File: src/rtl/n64_pkg.sv
// Shared joybus definitions: pulse timing, command codes and transmitter states.
// The controller-data receiver pulls its sampling thresholds from here as well.
package n64_pkg;

    localparam int ONE_US   = 50;
    localparam int THREE_US = 3 * ONE_US;

    localparam logic [7:0] CMD_INFO  = 8'h00;
    localparam logic [7:0] CMD_POLL  = 8'h01;
    localparam logic [7:0] CMD_RESET = 8'hFF;

    localparam logic [4:0] CMD_LEN_MAX = 5'd24;

    // Receiver: a low phase longer than 2 us decodes as 0; silence past 8 us ends a reply.
    localparam int RX_BIT_THRESH = 2 * ONE_US;
    localparam int RX_TIMEOUT    = 8 * ONE_US;

    typedef enum logic [2:0] {
        TX_IDLE,
        TX_GUARD,
        TX_BIT_LOW,
        TX_BIT_HIGH,
        TX_STOP_LOW,
        TX_DONE
    } tx_state_e;

    function automatic logic len_legal(input logic [4:0] len);
        return (len != 5'd0) && (len <= CMD_LEN_MAX);
    endfunction

endpackage

File: src/rtl/n64_pulse_timer.sv
// Phase timer shared by the joybus transmitter and receiver.
// Counts cycles since the last load and flags the final cycle of a phase of length len.
module n64_pulse_timer (
    input  logic       clk,
    input  logic       rst_n,
    input  logic       load,
    input  logic       en,
    input  logic [7:0] len,
    output logic       expired
);

    logic [7:0] count_q;
    logic [7:0] count_d;

    always_comb begin
        count_d = count_q;
        if (load) begin
            count_d = 8'd0;
        end else if (en && (count_q != 8'hFF)) begin
            count_d = count_q + 8'd1;
        end
    end

    always_ff @(posedge clk) begin
        if (!rst_n) begin
            count_q <= 8'd0;
        end else begin
            count_q <= count_d;
        end
    end

    assign expired = en && (count_q == (len - 8'd1));

endmodule

File: src/rtl/n64_send_command.sv
// Console-side joybus transmitter: waits for an idle line, sends 1-24 command
// bits MSB first as pulse-width symbols, then the stop-bit low phase.
module n64_send_command #(
    parameter int ONE_US     = 50,
    parameter int IDLE_GUARD = 50
) (
    input  logic        sys_clk,
    input  logic        sys_rst_n,
    input  logic        start,
    input  logic [23:0] cmd,
    input  logic [4:0]  cmd_len,
    input  logic        n64d,
    output logic        n64d_oe,
    output logic        busy,
    output logic        done
);

    import n64_pkg::*;

    localparam int         GW      = $clog2(IDLE_GUARD + 1);
    localparam logic [7:0] T1      = 8'(ONE_US);
    localparam logic [7:0] T3      = 8'(3 * ONE_US);
    localparam logic [GW-1:0] GUARD_N = GW'(IDLE_GUARD);

    tx_state_e     state_q, state_d;
    logic [23:0]   shift_q, shift_d;
    logic [4:0]    bits_q,  bits_d;
    logic [GW-1:0] guard_q, guard_d;

    logic [7:0] phase_len;
    logic       timer_load;
    logic       timer_en;
    logic       expired;

    assign timer_en = (state_q == TX_BIT_LOW) || (state_q == TX_BIT_HIGH) ||
                      (state_q == TX_STOP_LOW);

    n64_pulse_timer u_timer (
        .clk     (sys_clk),
        .rst_n   (sys_rst_n),
        .load    (timer_load),
        .en      (timer_en),
        .len     (phase_len),
        .expired (expired)
    );

    always_comb begin
        state_d    = state_q;
        shift_d    = shift_q;
        bits_d     = bits_q;
        guard_d    = guard_q;
        phase_len  = T1;
        timer_load = 1'b0;
        n64d_oe    = 1'b0;
        busy       = 1'b1;
        done       = 1'b0;

        case (state_q)
            TX_IDLE: begin
                busy = 1'b0;
                if (start && len_legal(cmd_len)) begin
                    shift_d = cmd;
                    bits_d  = cmd_len;
                    guard_d = '0;
                    state_d = TX_GUARD;
                end
            end
            TX_GUARD: begin
                // Any low sample means someone else may own the line; start counting over.
                if (guard_q == GUARD_N) begin
                    timer_load = 1'b1;
                    state_d    = TX_BIT_LOW;
                end else if (n64d) begin
                    guard_d = guard_q + GW'(1);
                end else begin
                    guard_d = '0;
                end
            end
            TX_BIT_LOW: begin
                n64d_oe   = 1'b1;
                phase_len = shift_q[23] ? T1 : T3;
                if (expired) begin
                    timer_load = 1'b1;
                    state_d    = TX_BIT_HIGH;
                end
            end
            TX_BIT_HIGH: begin
                phase_len = shift_q[23] ? T3 : T1;
                if (expired) begin
                    timer_load = 1'b1;
                    shift_d    = {shift_q[22:0], 1'b0};
                    bits_d     = bits_q - 5'd1;
                    state_d    = (bits_q == 5'd1) ? TX_STOP_LOW : TX_BIT_LOW;
                end
            end
            TX_STOP_LOW: begin
                n64d_oe   = 1'b1;
                phase_len = T1;
                if (expired) begin
                    state_d = TX_DONE;
                end
            end
            TX_DONE: begin
                busy    = 1'b0;
                done    = 1'b1;
                state_d = TX_IDLE;
            end
            default: begin
                busy    = 1'b0;
                state_d = TX_IDLE;
            end
        endcase
    end

    always_ff @(posedge sys_clk) begin
        if (!sys_rst_n) begin
            state_q <= TX_IDLE;
            shift_q <= 24'd0;
            bits_q  <= 5'd0;
            guard_q <= '0;
        end else begin
            state_q <= state_d;
            shift_q <= shift_d;
            bits_q  <= bits_d;
            guard_q <= guard_d;
        end
    end

endmodule

File: config.mk
export PLATFORM = sky130hd
export DESIGN_NAME = n64_send_command
export DESIGN_NICKNAME = d
export VERILOG_FILES = /design/src/rtl/n64_pkg.sv /design/src/rtl/n64_pulse_timer.sv /design/src/rtl/n64_send_command.sv
export SDC_FILE = /design/constraint.sdc
export NUM_CORES = 1
export LEC_CHECK = 0
export CORE_ASPECT_RATIO = 0.75
export CORE_MARGIN = 1.5
export CORE_UTILIZATION = 30
export CTS_CLUSTER_SIZE = 25
export DETAILED_ROUTE_END_ITERATION = 10
export DONT_BUFFER_PORTS = 1
export GPL_ROUTABILITY_DRIVEN = 0
export MAX_ROUTING_LAYER = met4
export PLACE_DENSITY = 0.51
export SYNTH_ARGS = -nofsm -noshare
export SYNTH_HDL_FRONTEND = slang
export SYNTH_HIERARCHICAL = 1
export SYNTH_SLANG_ARGS = --single-unit
File: constraint.sdc
create_clock -name sys_clk -period 7.75 [get_ports sys_clk]
set_clock_uncertainty 0.1 [all_clocks]
set_input_delay 0.3875 -clock sys_clk [delete_from_list [all_inputs] [get_ports sys_clk]]
set_output_delay 0.3875 -clock sys_clk [all_outputs]
set_load 0.01 [all_outputs]
# --- Yosys cells after proc, flatten, opt, wreduce, memory -nomap -nowiden ---
# Cells that the tools add are included.
classes:
  n_addsub: 4
  order_cmp: 1
  reduce_logical: 17
  mux: 26
  eq_ne: 15
  bitwise_logic: 1
ops:
  columns: ["cell", "n"]
  rows:
  - ["two-way mux 24 bit", 2]
  - ["case mux 24 bit (2 select lines)", 1]
  - ["two-way mux 3 bit", 6]
  - ["two-way mux 6 bit", 3]
  - ["two-way mux 8 bit", 2]
  - ["case mux 8 bit (2 select lines)", 1]
  - ["case mux 3 bit (5 select lines)", 1]
  - ["!= test 2 bit, second input constant", 6]
  - ["case mux 6 bit (2 select lines)", 1]
  - ["two-way mux 5 bit", 2]
  - ["case mux 5 bit (2 select lines)", 1]
  - ["adder 8 x 1 -> 8 bit, second input constant", 1]
  - ["equality test 8 bit", 1]
  - ["!= test 8 bit, second input constant", 1]
  - ["subtractor 8 x 1 -> 8 bit, second input constant", 1]
  - ["adder 6 x 1 -> 6 bit, second input constant", 1]
  - ["equality test 3 x 2 -> 1 bit, second input constant", 2]
  - ["equality test 3 bit, second input constant", 2]
  - ["equality test 6 bit, second input constant", 1]
  - ["AND reduction 3 bit", 2]
  - ["OR reduction 2 bit", 3]
  - ["equality test 5 x 1 -> 1 bit, second input constant", 1]
  - ["less-or-equal comparator 5 bit, second input constant", 1]
  - ["two-way mux 1 bit", 5]
  - ["11 further kinds", 16]
totals:
  in_bits: 33
  register_bits: 46
  output_inout_bits: 3
  word_cells: 69

# --- Logic depth before layout (Yosys ltp) ---
# Gate-level depths: netlist of run 1.
depth:
  depth_word: 8
  ltp_mapped: 14
  ltp_nobuf: 11

# --- Hierarchy ---
# The synthesis of run 1 kept the hierarchy.
by_module_without_submodules:
  columns: ["mod", "seq_area_each_um2", "instances", "area_each_um2", "cells_per_inst"]
  rows:
  - ["n64_send_command", 760.7, 1, 2173.3, 236]
  - ["n64_pulse_timer", 160.2, 1, 644.4, 76]

# --- Worst setup path after synthesis of run 1 ---
# Ideal clock, no wire load.
synth_timing:
  path_kind: "register to register"
  startpoint: "reg state_q[0]"
  endpoint: "reg shift_q[10]"
  synth_period_minus_slack_ps: 3114
  n_path_buf: 4
  path_slack_ps: 4636
  setup_ps: 116
  path_stages_with_launch: 14
  arrival_time_ps: 2898
  required_time_ps: 7534
  cell_sequence: "dfxtp_1 -> clkbuf_1 -> clkbuf_1 -> xnor2_1 -> nand2_1 -> inv_1 -> xnor2_1 -> o21ai_1 -> a211oi_2 -> and4b_1 -> clkbuf_1 -> buf_1 -> o21ai_1 -> o211a_1"
synth_via:
  elab_chain_cells: 7
  word_cells_on_any_way: 15
  classes_between: "add/sub: 1; eq/ne: 6; mux: 2; reduce/logical: 6"
synth_lines:
  columns: ["element", "line_no", "source"]
  rows:
  - ["from (decl)", "n64_send_command.sv:25", "tx_state_e state_q, state_d;"]
  - ["from (signal assigned)", "n64_send_command.sv:122", "state_q <= state_d;"]
  - ["equality test 3 x 2 -> 1 bit", "n64_send_command.sv:58", "case (state_q)"]
  - ["case mux 8 bit (2 select lines) (*)", "n64_send_command.sv:58", null]
  - ["named net phase_len[5]", "n64_send_command.sv:30", "logic [7:0] phase_len;"]
  - ["subtractor 8 x 1 -> 8 bit (*)", "n64_pulse_timer.sv:32", "assign expired = en && (count_q == (len - 8'd1));"]
  - ["equality test 8 bit (*)", "n64_pulse_timer.sv:32", null]
  - ["logical AND 1 bit (*)", "n64_pulse_timer.sv:32", null]
  - ["named net expired", "n64_send_command.sv:33", "logic expired;"]
  - ["!= test 2 bit (no line) (*)", null, null]
  - ["AND reduction 3 bit (no line) (*)", null, null]
  - ["to (signal assigned)", "n64_send_command.sv:123", "shift_q <= shift_d;"]
  - ["to (decl)", "n64_send_command.sv:26", "logic [23:0] shift_q, shift_d;"]
# The timed path passes the listed nets; every way through them passes the cells marked *.
# A chain may end at the register's enable or synchronous reset.

# --- Worst setup path after layout of run 1 ---
layout_timing:
  startpoint: "reg state_q[1]"
  endpoint: "reg bits_q[3]"
layout_via:
  elab_chain_cells: 7
  word_cells_on_any_way: 15
  classes_between: "add/sub: 1; eq/ne: 6; mux: 2; reduce/logical: 6"
layout_lines:
  columns: ["element", "line_no", "source"]
  rows:
  - ["equality test 3 x 2 -> 1 bit", "n64_send_command.sv:58", null]
  - ["case mux 8 bit (2 select lines) (*)", "n64_send_command.sv:58", null]
  - ["named net phase_len[5]", "n64_send_command.sv:30", null]
  - ["subtractor 8 x 1 -> 8 bit (*)", "n64_pulse_timer.sv:32", null]
  - ["equality test 8 bit (*)", "n64_pulse_timer.sv:32", null]
  - ["logical AND 1 bit (*)", "n64_pulse_timer.sv:32", null]
  - ["named net expired", "n64_send_command.sv:33", null]
  - ["!= test 2 bit (no line) (*)", null, null]
  - ["AND reduction 3 bit (no line) (*)", null, null]
  - ["to (signal assigned)", "n64_send_command.sv:124", "bits_q <= bits_d;"]
  - ["to (decl)", "n64_send_command.sv:27", "logic [4:0] bits_q, bits_d;"]
# Marked as above.

==> run summary, run 1 <==
Measured along the y axis, the die boundary spans 86.9 um. The overall routed net length came out at between 6000 and 7000 um. The routing usage on met1 is 19.4%. The global-route wire length before repair came out at 10400 um. For the worst setup path, the data arrival time is ~4.0 ns. Entering global routing, the biggest net connects 47 pins. The number of hold violations in the final report is 0. In this run the critical register-to-register path is captured at bits_q[3]$_SDFFE_PN0P_.

The largest fanout of any net on the critical path is 27. The quantity of I/O buffers inserted on ports is 0. The residual antenna-violating net count after detailed routing is 0.

The number of H-tree levels is 2. The area inside the core boundary came out at 9080 sq um. The number of enable-type register cells in the synthesized netlist came out at 0. The fraction of synthesis flops using an asynchronous set or reset pin is 0%. The cell area that synthesis handed to floorplanning was 2820 sq um.

For this design the static power due to leakage is 1.50 nW. The worst-skew pair later-pin latency came out at approximately 0.29 ns. The first routing iteration left 108 violations.

The tree is rooted in a sky130_fd_sc_hd__clkbuf_16. The number of warnings printed during yosys synthesis is 6. The number of pins with negative max-slew slack in the final report is 0. The placed instance area is 2940 sq um. The global routing stage identified its most utilized layer as met1. The worst register-to-register path begins at state_q[1]$_SDFFE_PN0P_.

The tightest slew margin relative to the limit came out at 28.4%. The average size of a mapped cell is between 9 and 10 sq um. Setup violations remaining at the end of the flow were counted as 0.

The post-synthesis to final-layout area growth is 10.3%. The number of nets in the finished design is 357. The number of cells produced by synthesis is 312. The run finished with clean final reports.

The post-route clock period utilization is 51.0%. Setup repair after global routing left no endpoint under its margin. The cell depth of the worst min-delay path is 2.

The number of antenna violations at the first check in global routing is 0. The final routed DRC violation total is 0. The time the worst path needs with I/O delays and setup came out at about 4.0 ns.

The ratio of routed vias to standard cells is approximately 5. The post-cts resize count came out at 0. STA classifies the critical path endpoint as a register. In the layout the commonest cells are 46 x sky130_fd_sc_hd__dfxtp_1, 29 x sky130_fd_sc_hd__o21ai_1, 27 x sky130_fd_sc_hd__mux2i_1.

The floorplan die area is 9990 sq um. The post-route setup TNS is 0 ns. The highest attainable clock frequency is approximately 0.25 GHz. The max-capacitance violation count is 0. The category of the worst setup path launch point is a register. The clock slew seen by the registers of the worst setup and hold paths is approximately 0.07 ns.

In the synthesized netlist the dominant register cell turns out to be sky130_fd_sc_hd__dfxtp_1. Detailed placement finished with a half-perimeter wire length of 4250 um. The number of buffers added to fix hold violations after cts is 0. The clock sink total came out at 46. The sum of overflow across all layers after global routing came out at 0. The die is 115 um wide. The net load switching power came out at 0.135 mW.

At the pin with the least slew margin, the transition time is 1.07 ns. The netlist uses 60 different library cells. The routed length per placed instance is 14.1 um.

The power share of the combinational group is 10.4%. The endpoint of the worst hold path is shift_q[0]$_SDFFE_PN0P_. The met2 track demand over resource in global routing came out at 18.5%.

The effective utilization at floorplan is 31.0%. By startpoint and endpoint, the worst setup path is classified as register to register. The worst min-delay path category is input pin to register. The register share of total power is 46.2%. Dividing total power by cell area gives a power density of 182 nW/um^2.

On the final layout, the worst hold slack is 0.139 ns. The design draws 0.567 mW. The TritonCTS clock tree is done.

Per report_power, the clock group accounts for 43.4% of the total. The data required time at the worst endpoint came out at 7.83 ns. The number of post-CTS setup repair buffers is 0. The worst-case IR drop observed on VDD is 0.0904 mV. The number of antenna diodes in the final layout is 0. The length in cells of the worst reg-to-reg path came out at 10. 36 I/O pins were placed. The proportion of total power due to net switching is 23.8%. Leaving out fill and tap cells, the most frequent cell in the layout is sky130_fd_sc_hd__dfxtp_1. The global routing usage on met3 is 4.52%. The number of optimization iterations in the first detailed-route pass came out at 4.

Global routing used 13.6% of the available tracks. The floorplan row count came out at 30. The via total after detailed routing is roughly 2200.

Prior to clock tree synthesis, the placed netlist has a worst setup slack of ~3.8 ns. The startpoint identified for the worst hold timing path is cmd[0]. The internal power contribution is 0.432 mW. The area of all placed cells without fillers is 3110 sq um. Fill cells in the final layout number 989. The number of clock buffers added by TritonCTS is 5. The synthesized design contains 46 register bits. The portion of the post-synthesis area used by sequential elements came out at about 33%.

The clock tree buffer depth is 2. The via count of the first global-routing pass is 2094. The setup check on the worst reg-to-reg path leaves a slack of 3.80 ns. The share of post-route cells with drive strength above 1 is approximately 6.3%. The setup slack of the critical path after layout came out at 3.80 ns.
## sequential cells by signal, indices dropped and copies added (netlist names)
register         count
bits_q               5
u_timer/count_q      8
state_q              3
shift_q             24
guard_q              6
## worst max-delay path, cell delays in order (launching register included)
cell	delay, ns
sky130_fd_sc_hd__dfxtp_1	0.54
sky130_fd_sc_hd__nor2b_1	0.40
sky130_fd_sc_hd__nand2_1	0.21
sky130_fd_sc_hd__inv_1	0.25
sky130_fd_sc_hd__xnor2_1	0.19
sky130_fd_sc_hd__o21ai_1	0.12
sky130_fd_sc_hd__a211oi_2	0.45
sky130_fd_sc_hd__and4b_1	0.98
sky130_fd_sc_hd__o21ai_0	0.18
sky130_fd_sc_hd__and4_1	0.26
sky130_fd_sc_hd__a31o_1	0.17
## Yosys cell counts, types with 2 or more instances
cell	n	share of area, %
sky130_fd_sc_hd__a21boi_1	3	0.80
sky130_fd_sc_hd__a21oi_1	5	0.89
sky130_fd_sc_hd__a31oi_1	4	0.89
sky130_fd_sc_hd__a32o_1	2	0.71
sky130_fd_sc_hd__and2_1	4	0.89
sky130_fd_sc_hd__and4_1	3	0.93
sky130_fd_sc_hd__and4b_1	2	0.71
sky130_fd_sc_hd__buf_1	3	0.40
sky130_fd_sc_hd__buf_2	4	0.71
sky130_fd_sc_hd__buf_6	4	1.6
sky130_fd_sc_hd__clkbuf_1	10	1.3
sky130_fd_sc_hd__conb_1	2	0.27
sky130_fd_sc_hd__dfxtp_1	46	33
sky130_fd_sc_hd__ha_1	6	2.7
sky130_fd_sc_hd__inv_1	6	0.80
sky130_fd_sc_hd__mux2i_1	27	9.6
sky130_fd_sc_hd__nand2_1	18	2.4
sky130_fd_sc_hd__nand2b_1	5	1.1
sky130_fd_sc_hd__nand3_1	8	1.4
sky130_fd_sc_hd__nand3b_1	3	0.80
sky130_fd_sc_hd__nand4_1	5	1.1
sky130_fd_sc_hd__nor2_1	17	2.3
sky130_fd_sc_hd__nor2b_1	2	0.44
sky130_fd_sc_hd__nor3_1	5	0.89
sky130_fd_sc_hd__o2111ai_1	2	0.62
sky130_fd_sc_hd__o211a_1	24	8.5
sky130_fd_sc_hd__o211ai_1	3	0.80
sky130_fd_sc_hd__o21ai_0	11	2.0
sky130_fd_sc_hd__o21ai_1	29	5.2
sky130_fd_sc_hd__o21bai_1	2	0.53
sky130_fd_sc_hd__o22ai_1	2	0.44
sky130_fd_sc_hd__xnor2_1	9	2.8
sky130_fd_sc_hd__xor2_1	9	2.8
## layer usage
metal	share of wire [%]	wire length, um
met1	54	3400
met5	0	0
met3	5.6	352
met4	0.46	29
met2	40	2500
## through the flow
step                      cells  util [%]
after floorplan             331         -
after global placement      439      32.4
after detailed placement    439      32.4
after CTS                   447      34.2
after global routing        447      34.2
final                       447      34.2
## kinds of logic (layout without fill, tap and decap cells)
| logic type | count (synthesis) | after routing | synth area share [%] |
|---|---|---|---|
| compound gates | 100 | 100 | 26.2 |
| xor+xnor | 18 | 18 | 5.60 |
| fa+ha+maj | 6 | 6 | 2.66 |
| buf+inv | 27 | 15 | 4.84 |
| flops | 46 | 46 | 32.7 |
| mux | 27 | 27 | 9.59 |
| other cells | 2 | 21 | 0.267 |
| simple gates | 86 | 86 | 18.2 |
## cell type report
cell class | instances | area [sq um] | area share, %
multi-input cells | 258 | 1830 | 58.9
inverters | 6 | 22.5 | 0.724
clock buffers | 6 | 129 | 4.14
clock inverters | 2 | 37.5 | 1.21
well taps | 128 | 160 | 5.15
flip-flops and latches | 46 | 921 | 29.6
repair buffers | 1 | 7.51 | 0.241
## power groups by stage
| stage | registers [mW] | logic [mW] | clock network, mW |
|---|---|---|---|
| finish | 0.262 | 0.0589 | 0.246 |
| global route | 0.264 | 0.0670 | 0.265 |
| CTS | 0.261 | 0.0588 | 0.253 |
| detailed placement | 0.267 | 0.0587 | 0 |
| global placement | 0.266 | 0.0584 | 0 |
| floorplan | 0.263 | 0.0584 | 0 |
## how the worst max path moves through the flow
| stage | startpoint | to | depth (start not counted) |
|---|---|---|---|
| 6_report | state_q[1]$_SDFFE_PN0P_ | bits_q[3]$_SDFFE_PN0P_ | 10 |
| 5_1_grt | state_q[1]$_SDFFE_PN0P_ | bits_q[3]$_SDFFE_PN0P_ | 10 |
| 4_1_cts | state_q[1]$_SDFFE_PN0P_ | bits_q[3]$_SDFFE_PN0P_ | 10 |
| 3_5_place_dp | state_q[1]$_SDFFE_PN0P_ | bits_q[3]$_SDFFE_PN0P_ | 10 |
| 3_3_place_gp | state_q[1]$_SDFFE_PN0P_ | bits_q[3]$_SDFFE_PN0P_ | 10 |
| 2_1_floorplan | state_q[0]$_SDFFE_PN0P_ | shift_q[10]$_SDFFE_PN0P_ | 13 |
Power figures use the tool's default switching activity.
==> run 2, diff against run 1 <==
--- a/config.mk
+++ b/config.mk
@@ -13,7 +13,7 @@
 export DONT_BUFFER_PORTS = 1
 export GPL_ROUTABILITY_DRIVEN = 0
 export MAX_ROUTING_LAYER = met4
-export PLACE_DENSITY = 0.51
+export PLACE_DENSITY = 0.52
 export SYNTH_ARGS = -nofsm -noshare
 export SYNTH_HDL_FRONTEND = slang
 export SYNTH_HIERARCHICAL = 1
==> constraint.sdc (replaced) <==
create_clock -name sys_clk -period 3.4 [get_ports sys_clk]
set_clock_uncertainty 0.1 [all_clocks]
set_input_delay 0.17 -clock sys_clk [delete_from_list [all_inputs] [get_ports sys_clk]]
set_output_delay 0.17 -clock sys_clk [all_outputs]
set_load 0.01 [all_outputs]
==> run summary, run 2 (synthesis gave the netlist of run 1 again) <==
Outcome: finished clean (unchanged). The via count of the first global-routing pass came out at 2067 (was 2094). The launch instance of the worst min-delay path is cmd[13] (was cmd[0]). The number of flip-flops in the largest register came to 24 (unchanged). The end of the worst register-to-register path is bits_q[3]$_SDFFE_PN0P_ (unchanged). The final routed DRC violation total came out at 0 (unchanged). The number of optimization iterations in the first detailed-route pass is 4 (unchanged). The quantity of I/O buffers inserted on ports was 0 (unchanged). The register with the most flip-flops is shift_q (unchanged). The TritonCTS clock tree was done (unchanged).

The I/O pin count is 36 (unchanged). The root buffer cell is sky130_fd_sc_hd__clkbuf_16 (unchanged). The via total after detailed routing is 2278 (was 2222). The register-to-register setup slack was 0.31 ns (was 3.80 ns).

The relative contribution of the clock network to total power came out at 40.0% (was 43.4%). The number of nets in the finished design came to 365 (was 357). The max-capacitance violation count was 0 (unchanged). The worst-skew pair later-pin latency is 0.29 ns (about the same). The overall routed net length was 6540 um (was 6280 um). The category of the worst setup path launch point was a register (unchanged). The most common cell after layout, fill and taps aside was sky130_fd_sc_hd__dfxtp_1 (unchanged). Largest registers: shift_q x24, u_timer/count_q x8, guard_q x6 (unchanged). The clock slew seen by the registers of the worst setup and hold paths is 0.07 ns (about the same). The area inside the core boundary was 9080 sq um (unchanged). The total instance count after detailed placement is 444 (was 439).

RSZ-0062 raised after global routing: no (unchanged). The net load switching power came out at 0.328 mW (was 0.135 mW). The total routing usage reported by global routing came out at 13.9% (was 13.6%). The length in cells of the worst reg-to-reg path is 10 (unchanged).

The register share of total power is 47.6% (was 46.2%). The number of pins with negative max-slew slack in the final report came to 0 (unchanged). The die height came out at 86.9 um (unchanged). The internal power contribution is 0.914 mW (was 0.432 mW).

The effective utilization at floorplan was 31.0% (unchanged). The largest net degree at the start of global routing is 43 (was 47). The cell depth of the worst min-delay path is 3 (was 2). The post-route clock period utilization is 90.7% (was 51.0%). Critical path, cell by cell: nor2b_1, nand2_1, inv_1, xnor2_1, o21ai_1, a211oi_2, and4b_1, o21ai_0, and4_1, a31o_1 (unchanged).

The power share of the combinational group is 12.4% (was 10.4%). The startpoint of the worst-slack reg-to-reg timing path is state_q[1]$_SDFFE_PN0P_ (unchanged). The routed length per placed instance is 14.4 um (was 14.1 um). Commonest non-fill, non-tap cells in the layout: 46 x sky130_fd_sc_hd__dfxtp_1, 29 x sky130_fd_sc_hd__o21ai_1, 27 x sky130_fd_sc_hd__mux2i_1 (unchanged). The hold slack is 0.0510 ns (was 0.139 ns). The category of the worst setup path capture point is a register (unchanged).

The initial DRC count came out at 155 (was 108). The sum of overflow across all layers after global routing is 0 (unchanged). The number of hold violations in the final report is 0 (unchanged). The worst min-delay path category is input pin to register (unchanged). The worst endpoint data arrival time is 3.18 ns (was 4.03 ns). The fill cell instance count of the final layout came out at 980 (was 989).

The final count of negative-setup-slack endpoints is 0 (unchanged). The number of H-tree levels came to 2 (unchanged). The residual antenna-violating net count after detailed routing was 0 (unchanged). The family with the most delay on the worst path is simple AND/OR/NAND/NOR gates (unchanged). The total CTS buffers is 5 (unchanged). The leakage power is 1.54 nW (was 1.50 nW). The proportion of total power due to net switching is 26.4% (was 23.8%). The clock tree buffer depth is 2 (unchanged). The width of the die is 115 um (unchanged). The detailed-placement wirelength estimate is 4340 um (was 4250 um). The post-synthesis to final-layout area growth is 12.4% (was 10.3%). The highest attainable clock frequency was 0.324 GHz (was 0.253 GHz).

The floorplan die area is 9990 sq um (unchanged). The antenna diode instance count was 0 (unchanged). The endpoint of the worst hold path is shift_q[13]$_SDFFE_PN0P_ (was shift_q[0]$_SDFFE_PN0P_). The final instance count without filler cells came out at 455 (was 447). The slowest library cell on the worst path was sky130_fd_sc_hd__and4b_1 (unchanged). The peak per-stage delay on the critical path is 0.58 ns (was 0.98 ns). The peak supply drop is 0.246 mV (was 0.0904 mV). The post-route setup TNS is 0 ns (unchanged). The critical setup path kind is register to register (unchanged). The power density over the cells is 392 nW/um^2 (was 182 nW/um^2). The number of antenna violations at the first check in global routing came out at 0 (unchanged). The ratio of routed vias to standard cells is 5.01 (was 4.97).

The buffering stage count on the worst path with inverters included was 1 (unchanged). The slew at the pin with the worst max-slew slack is 0.580 ns (was 1.07 ns). The global-route wire length before repair came to 10700 um (was 10400 um). The time the worst path needs with I/O delays and setup was 3.09 ns (was 3.95 ns). The number of post-CTS setup repair buffers is 0 (unchanged). The largest fanout of any net on the critical path is 12 (was 27). The share of post-route cells with drive strength above 1 came out at 8.26% (was 6.27%). The floorplan row count is 30 (unchanged).

The post-cts resize count came out at 0 (unchanged). The clock sink total is 46 (unchanged). The data required time at the worst endpoint came out at 3.49 ns (was 7.83 ns).

The tightest slew margin relative to the limit was 60.8% (was 28.4%).
==> run 2: how the worst max path moves through the flow <==
stage                                 start  cells past startpoint                       end
floorplan           state_q[0]$_SDFFE_PN0P_                     13  shift_q[11]$_SDFFE_PN0P_
global placement    state_q[1]$_SDFFE_PN0P_                     10    bits_q[3]$_SDFFE_PN0P_
detailed placement  state_q[1]$_SDFFE_PN0P_                     10    bits_q[3]$_SDFFE_PN0P_
CTS                 state_q[1]$_SDFFE_PN0P_                     10    bits_q[3]$_SDFFE_PN0P_
global route        state_q[1]$_SDFFE_PN0P_                     10    bits_q[3]$_SDFFE_PN0P_
finish              state_q[1]$_SDFFE_PN0P_                     10    bits_q[3]$_SDFFE_PN0P_
==> run 2: final cells by class <==
| type | instances | area (sq um) | share of cell area (%) |
|---|---|---|---|
| well taps | 128 | 160 | 5.06 |
| multi-input cells | 258 | 1830 | 57.8 |
| inverters | 6 | 22.5 | 0.711 |
| flip-flops and latches | 46 | 921 | 29.1 |
| repair buffers | 9 | 85.1 | 2.69 |
| clock buffers | 5 | 125 | 3.95 |
| clock inverters | 3 | 21.3 | 0.672 |
==> run 2: worst register-to-register path, cell delays in order, from the launching register on <==
cell,delay [ns]
sky130_fd_sc_hd__dfxtp_1,0.54
sky130_fd_sc_hd__nor2b_1,0.26
sky130_fd_sc_hd__nand2_1,0.16
sky130_fd_sc_hd__inv_1,0.23
sky130_fd_sc_hd__xnor2_1,0.19
sky130_fd_sc_hd__o21ai_1,0.13
sky130_fd_sc_hd__a211oi_2,0.21
sky130_fd_sc_hd__and4b_1,0.58
sky130_fd_sc_hd__o21ai_0,0.18
sky130_fd_sc_hd__and4_1,0.23
sky130_fd_sc_hd__a31o_1,0.17
==> run 2: routing by layer <==
layer,global-route usage [%],wire (um),vias up
met5,-,0,-
met1,20.1,3490,1054
met4,3.37,59,0
met3,5.50,455,8
li1,-,-,1174
met2,17.7,2530,42
==> run 2: power by group through the flow <==
stage	sequential (mW)	combinational [mW]	clock (mW)
2_1_floorplan	0.599	0.133	0
3_3_place_gp	0.603	0.139	0
3_5_place_dp	0.604	0.140	0
4_1_cts	0.591	0.153	0.514
5_1_grt	0.596	0.172	0.539
6_report	0.592	0.154	0.497
==> run 2: through the flow <==
stage / utilization [%] / cell area, sq um / total power [mW] / setup WS (ns)
6_report: 34.9 / 3170 / 1.24 / 0.315
2_1_floorplan: - / 2890 / 0.732 / 0.286
5_1_grt: 34.9 / 3170 / 1.31 / 0.0679
4_1_cts: 34.9 / 3170 / 1.26 / 0.347
3_5_place_dp: 32.8 / 2980 / 0.744 / 0.374
3_3_place_gp: 32.8 / 2980 / 0.742 / 0.567
==> run 2: timing repair <==
item | CTS | global route
hold buffers | 3 | 0
setup endpoints to repair | 0 | 0
hold endpoints to repair | 38 | 0
==> run 3, diff against run 2 <==
--- a/config.mk
+++ b/config.mk
@@ -7,13 +7,13 @@
 export LEC_CHECK = 0
 export CORE_ASPECT_RATIO = 0.75
 export CORE_MARGIN = 1.5
-export CORE_UTILIZATION = 30
+export CORE_UTILIZATION = 57
 export CTS_CLUSTER_SIZE = 25
 export DETAILED_ROUTE_END_ITERATION = 10
 export DONT_BUFFER_PORTS = 1
 export GPL_ROUTABILITY_DRIVEN = 0
 export MAX_ROUTING_LAYER = met4
-export PLACE_DENSITY = 0.52
+export PLACE_DENSITY = 0.82
 export SYNTH_ARGS = -nofsm -noshare
 export SYNTH_HDL_FRONTEND = slang
 export SYNTH_HIERARCHICAL = 1
==> run summary, run 3 (synthesis gave the netlist of run 1 again) <==
Outcome: finished clean (unchanged). The I/O pin count is 36 (unchanged). The quantity of I/O buffers inserted on ports came out at 0 (unchanged). RSZ-0062 raised after global routing: no (unchanged). The worst-skew pair later-pin latency was 0.31 ns (was 0.29 ns). The met2 track demand over resource in global routing is 36.2% (was 17.7%). The total routing usage reported by global routing was 23.1% (was 13.9%).

The clock slew seen by the registers of the worst setup and hold paths is 0.09 ns (was 0.07 ns). The post-synthesis to final-layout area growth came to 8.21% (was 12.4%). The global-route wire length before repair is 9730 um (was 10700 um). The via count of the first global-routing pass is 2179 (was 2067). Critical path, cell by cell: nor2b_1, nand2_1, inv_1, xnor2_1, o21ai_1, a211oi_2, buf_4, and4b_1, buf_4, o22ai_1, a32o_1 (was nor2b_1, nand2_1, inv_1, xnor2_1, o21ai_1, a211oi_2, and4b_1, o21ai_0, and4_1, a31o_1).

The global routing usage on met3 is 8.40% (was 5.50%). The number of H-tree levels is 2 (unchanged). The tightest slew margin relative to the limit came out at 58.1% (was 60.8%). The overall routed net length is 5780 um (was 6540 um).

The post-cts resize count came to 0 (unchanged). The final routed DRC violation total is 0 (unchanged). The ratio of routed vias to standard cells came out at 5.99 (was 5.01). The area of all placed cells without fillers came out at 3050 sq um (was 3170 sq um).

The TritonCTS clock tree is done (unchanged). The antenna diode instance count is 0 (unchanged). The peak supply drop came to 0.322 mV (was 0.246 mV). The multi-input combinational cell area came out at 1830 sq um (unchanged). The category of the worst setup path capture point is a register (unchanged). Largest registers: shift_q x24, u_timer/count_q x8, guard_q x6 (unchanged). The leakage power is 1.52 nW (was 1.54 nW).

The data required time at the worst endpoint is 3.50 ns (was 3.49 ns). The routing usage on met1 is 27.7% (was 20.1%). The post-route clock period utilization came out at 89.2% (was 90.7%). The number of post-CTS setup repair buffers came to 0 (unchanged). The power density over the cells is 378 nW/um^2 (was 392 nW/um^2).

The register with the most flip-flops is shift_q (unchanged). The die height is 63.9 um (was 86.9 um). The clock tree buffer depth was 2 (unchanged). The via total after detailed routing is 2308 (was 2278).

The clock sink total is 46 (unchanged). The routed length per placed instance is 15.0 um (was 14.4 um). The effective utilization at floorplan came out at 61.3% (was 31.0%).

The worst endpoint data arrival time was 3.13 ns (was 3.18 ns). The number of nets in the finished design was 366 (was 365). The number of buffers added to fix hold violations after cts came to 3 (unchanged). The fill cell instance count of the final layout came out at 403 (was 980). The final count of negative-setup-slack endpoints came out at 0 (unchanged). The placed instance area is 2900 sq um (was 2980 sq um).

The detailed-placement wirelength estimate is 3960 um (was 4340 um). The number of antenna violations at the first check in global routing is 0 (unchanged). The worst min-delay path category is input pin to register (unchanged). The floorplan die area is 5380 sq um (was 9990 sq um). The most common cell after layout, fill and taps aside is sky130_fd_sc_hd__dfxtp_1 (unchanged). The most numerous cell type found on the critical path is sky130_fd_sc_hd__buf_4. The hold slack is 0.0388 ns (was 0.0510 ns).

The initial DRC count came out at 69 (was 155). The slew at the pin with the worst max-slew slack is 0.619 ns (was 0.580 ns). The number of pins with negative max-slew slack in the final report came to 0 (unchanged). The number of hold violations in the final report is 0 (unchanged). The area inside the core boundary is 4600 sq um (was 9080 sq um). The floorplan row count is 21 (was 30).

The sequential cell area was 921 sq um (unchanged). The busiest layer in global routing is met2 (was met1). The slowest library cell on the worst path is sky130_fd_sc_hd__dfxtp_1 (was sky130_fd_sc_hd__and4b_1). The residual antenna-violating net count after detailed routing was 0 (unchanged).

The time the worst path needs with I/O delays and setup came to 3.03 ns (was 3.09 ns). The number of optimization iterations in the first detailed-route pass is 4 (unchanged). The root buffer cell is sky130_fd_sc_hd__clkbuf_8 (was sky130_fd_sc_hd__clkbuf_16). The share of post-route cells with drive strength above 1 is 8.23% (was 8.26%). The post-route setup TNS came to 0 ns (unchanged).

The max-capacitance violation count came out at 0 (unchanged). The sum of overflow across all layers after global routing is 0 (unchanged). The peak per-stage delay on the critical path is 0.55 ns (was 0.58 ns). The category of the worst setup path launch point was a register (unchanged). The total CTS buffers came to 5 (unchanged).

The critical setup path kind was register to register (unchanged). The largest net degree at the start of global routing is 43 (unchanged). The largest fanout of any net on the critical path is 25 (was 12). The width of the die is 84.2 um (was 115 um). The number of flip-flops in the largest register is 24 (unchanged).

The highest attainable clock frequency is 0.330 GHz (was 0.324 GHz). Commonest non-fill, non-tap cells in the layout: 46 x sky130_fd_sc_hd__dfxtp_1, 29 x sky130_fd_sc_hd__o21ai_1, 27 x sky130_fd_sc_hd__mux2i_1 (unchanged).
-- run 3: final cells by class --
| cell class | instances | share of cell area, % |
|---|---|---|
| clock buffer | 6 | 2.38 |
| multi-input combinational | 258 | 60.1 |
| tap | 57 | 2.34 |
| sequential | 46 | 30.2 |
| timing repair buffer | 10 | 3.04 |
| inverter | 6 | 0.739 |
| clock inverter | 2 | 1.23 |
-- run 3: path summary, 6_finish.rpt --
kind / from / end / slack (ns) / cells past startpoint
max: state_q[1]$_SDFFE_PN0P_ / bits_q[2]$_SDFFE_PN0P_ / 0.37 / 11
min: cmd[21] / shift_q[21]$_SDFFE_PN0P_ / 0.04 / 3
max reg2reg: state_q[1]$_SDFFE_PN0P_ / bits_q[2]$_SDFFE_PN0P_ / 0.37 / 11
min reg2reg: shift_q[0]$_SDFFE_PN0P_ / shift_q[0]$_SDFFE_PN0P_ / 0.35 / 2
-- run 3: routing by layer --
metal | vias up | part of all wire, %
met5 | - | 0
met3 | 10 | 7.0
met2 | 58 | 45
met4 | 0 | 1.8
met1 | 1072 | 47
li1 | 1168 | -
-- run 3: critical path, delay by kind of cell (launching register included) --
family | cells | cell delay (ns)
buffers and inverters | 3 | 0.72
AOI/OAI and AO/OA | 4 | 0.68
and+or+nand+nor | 3 | 0.66
DFF | 1 | 0.55
xor gates and xnor gates | 1 | 0.19
-- run 3: where the power goes --
group	switching, mW	total (mW)	internal [mW]
Sequential	0.0187	0.591	0.572
Combinational	0.0834	0.152	0.0690
Clock	0.191	0.410	0.219
Total	0.293	1.15	0.861
-- run 3: through the flow --
| stage | power [mW] | instances | setup WS (ns) | util (%) |
|---|---|---|---|---|
| CTS | 1.16 | 385 | 0.406 | 66.3 |
| global placement | 0.737 | 374 | 0.608 | 63.0 |
| finish | 1.15 | 385 | 0.368 | 66.3 |
| detailed placement | 0.742 | 374 | 0.448 | 63.0 |
| global route | 1.21 | 385 | 0.170 | 66.3 |
| floorplan | 0.732 | 331 | 0.286 | - |
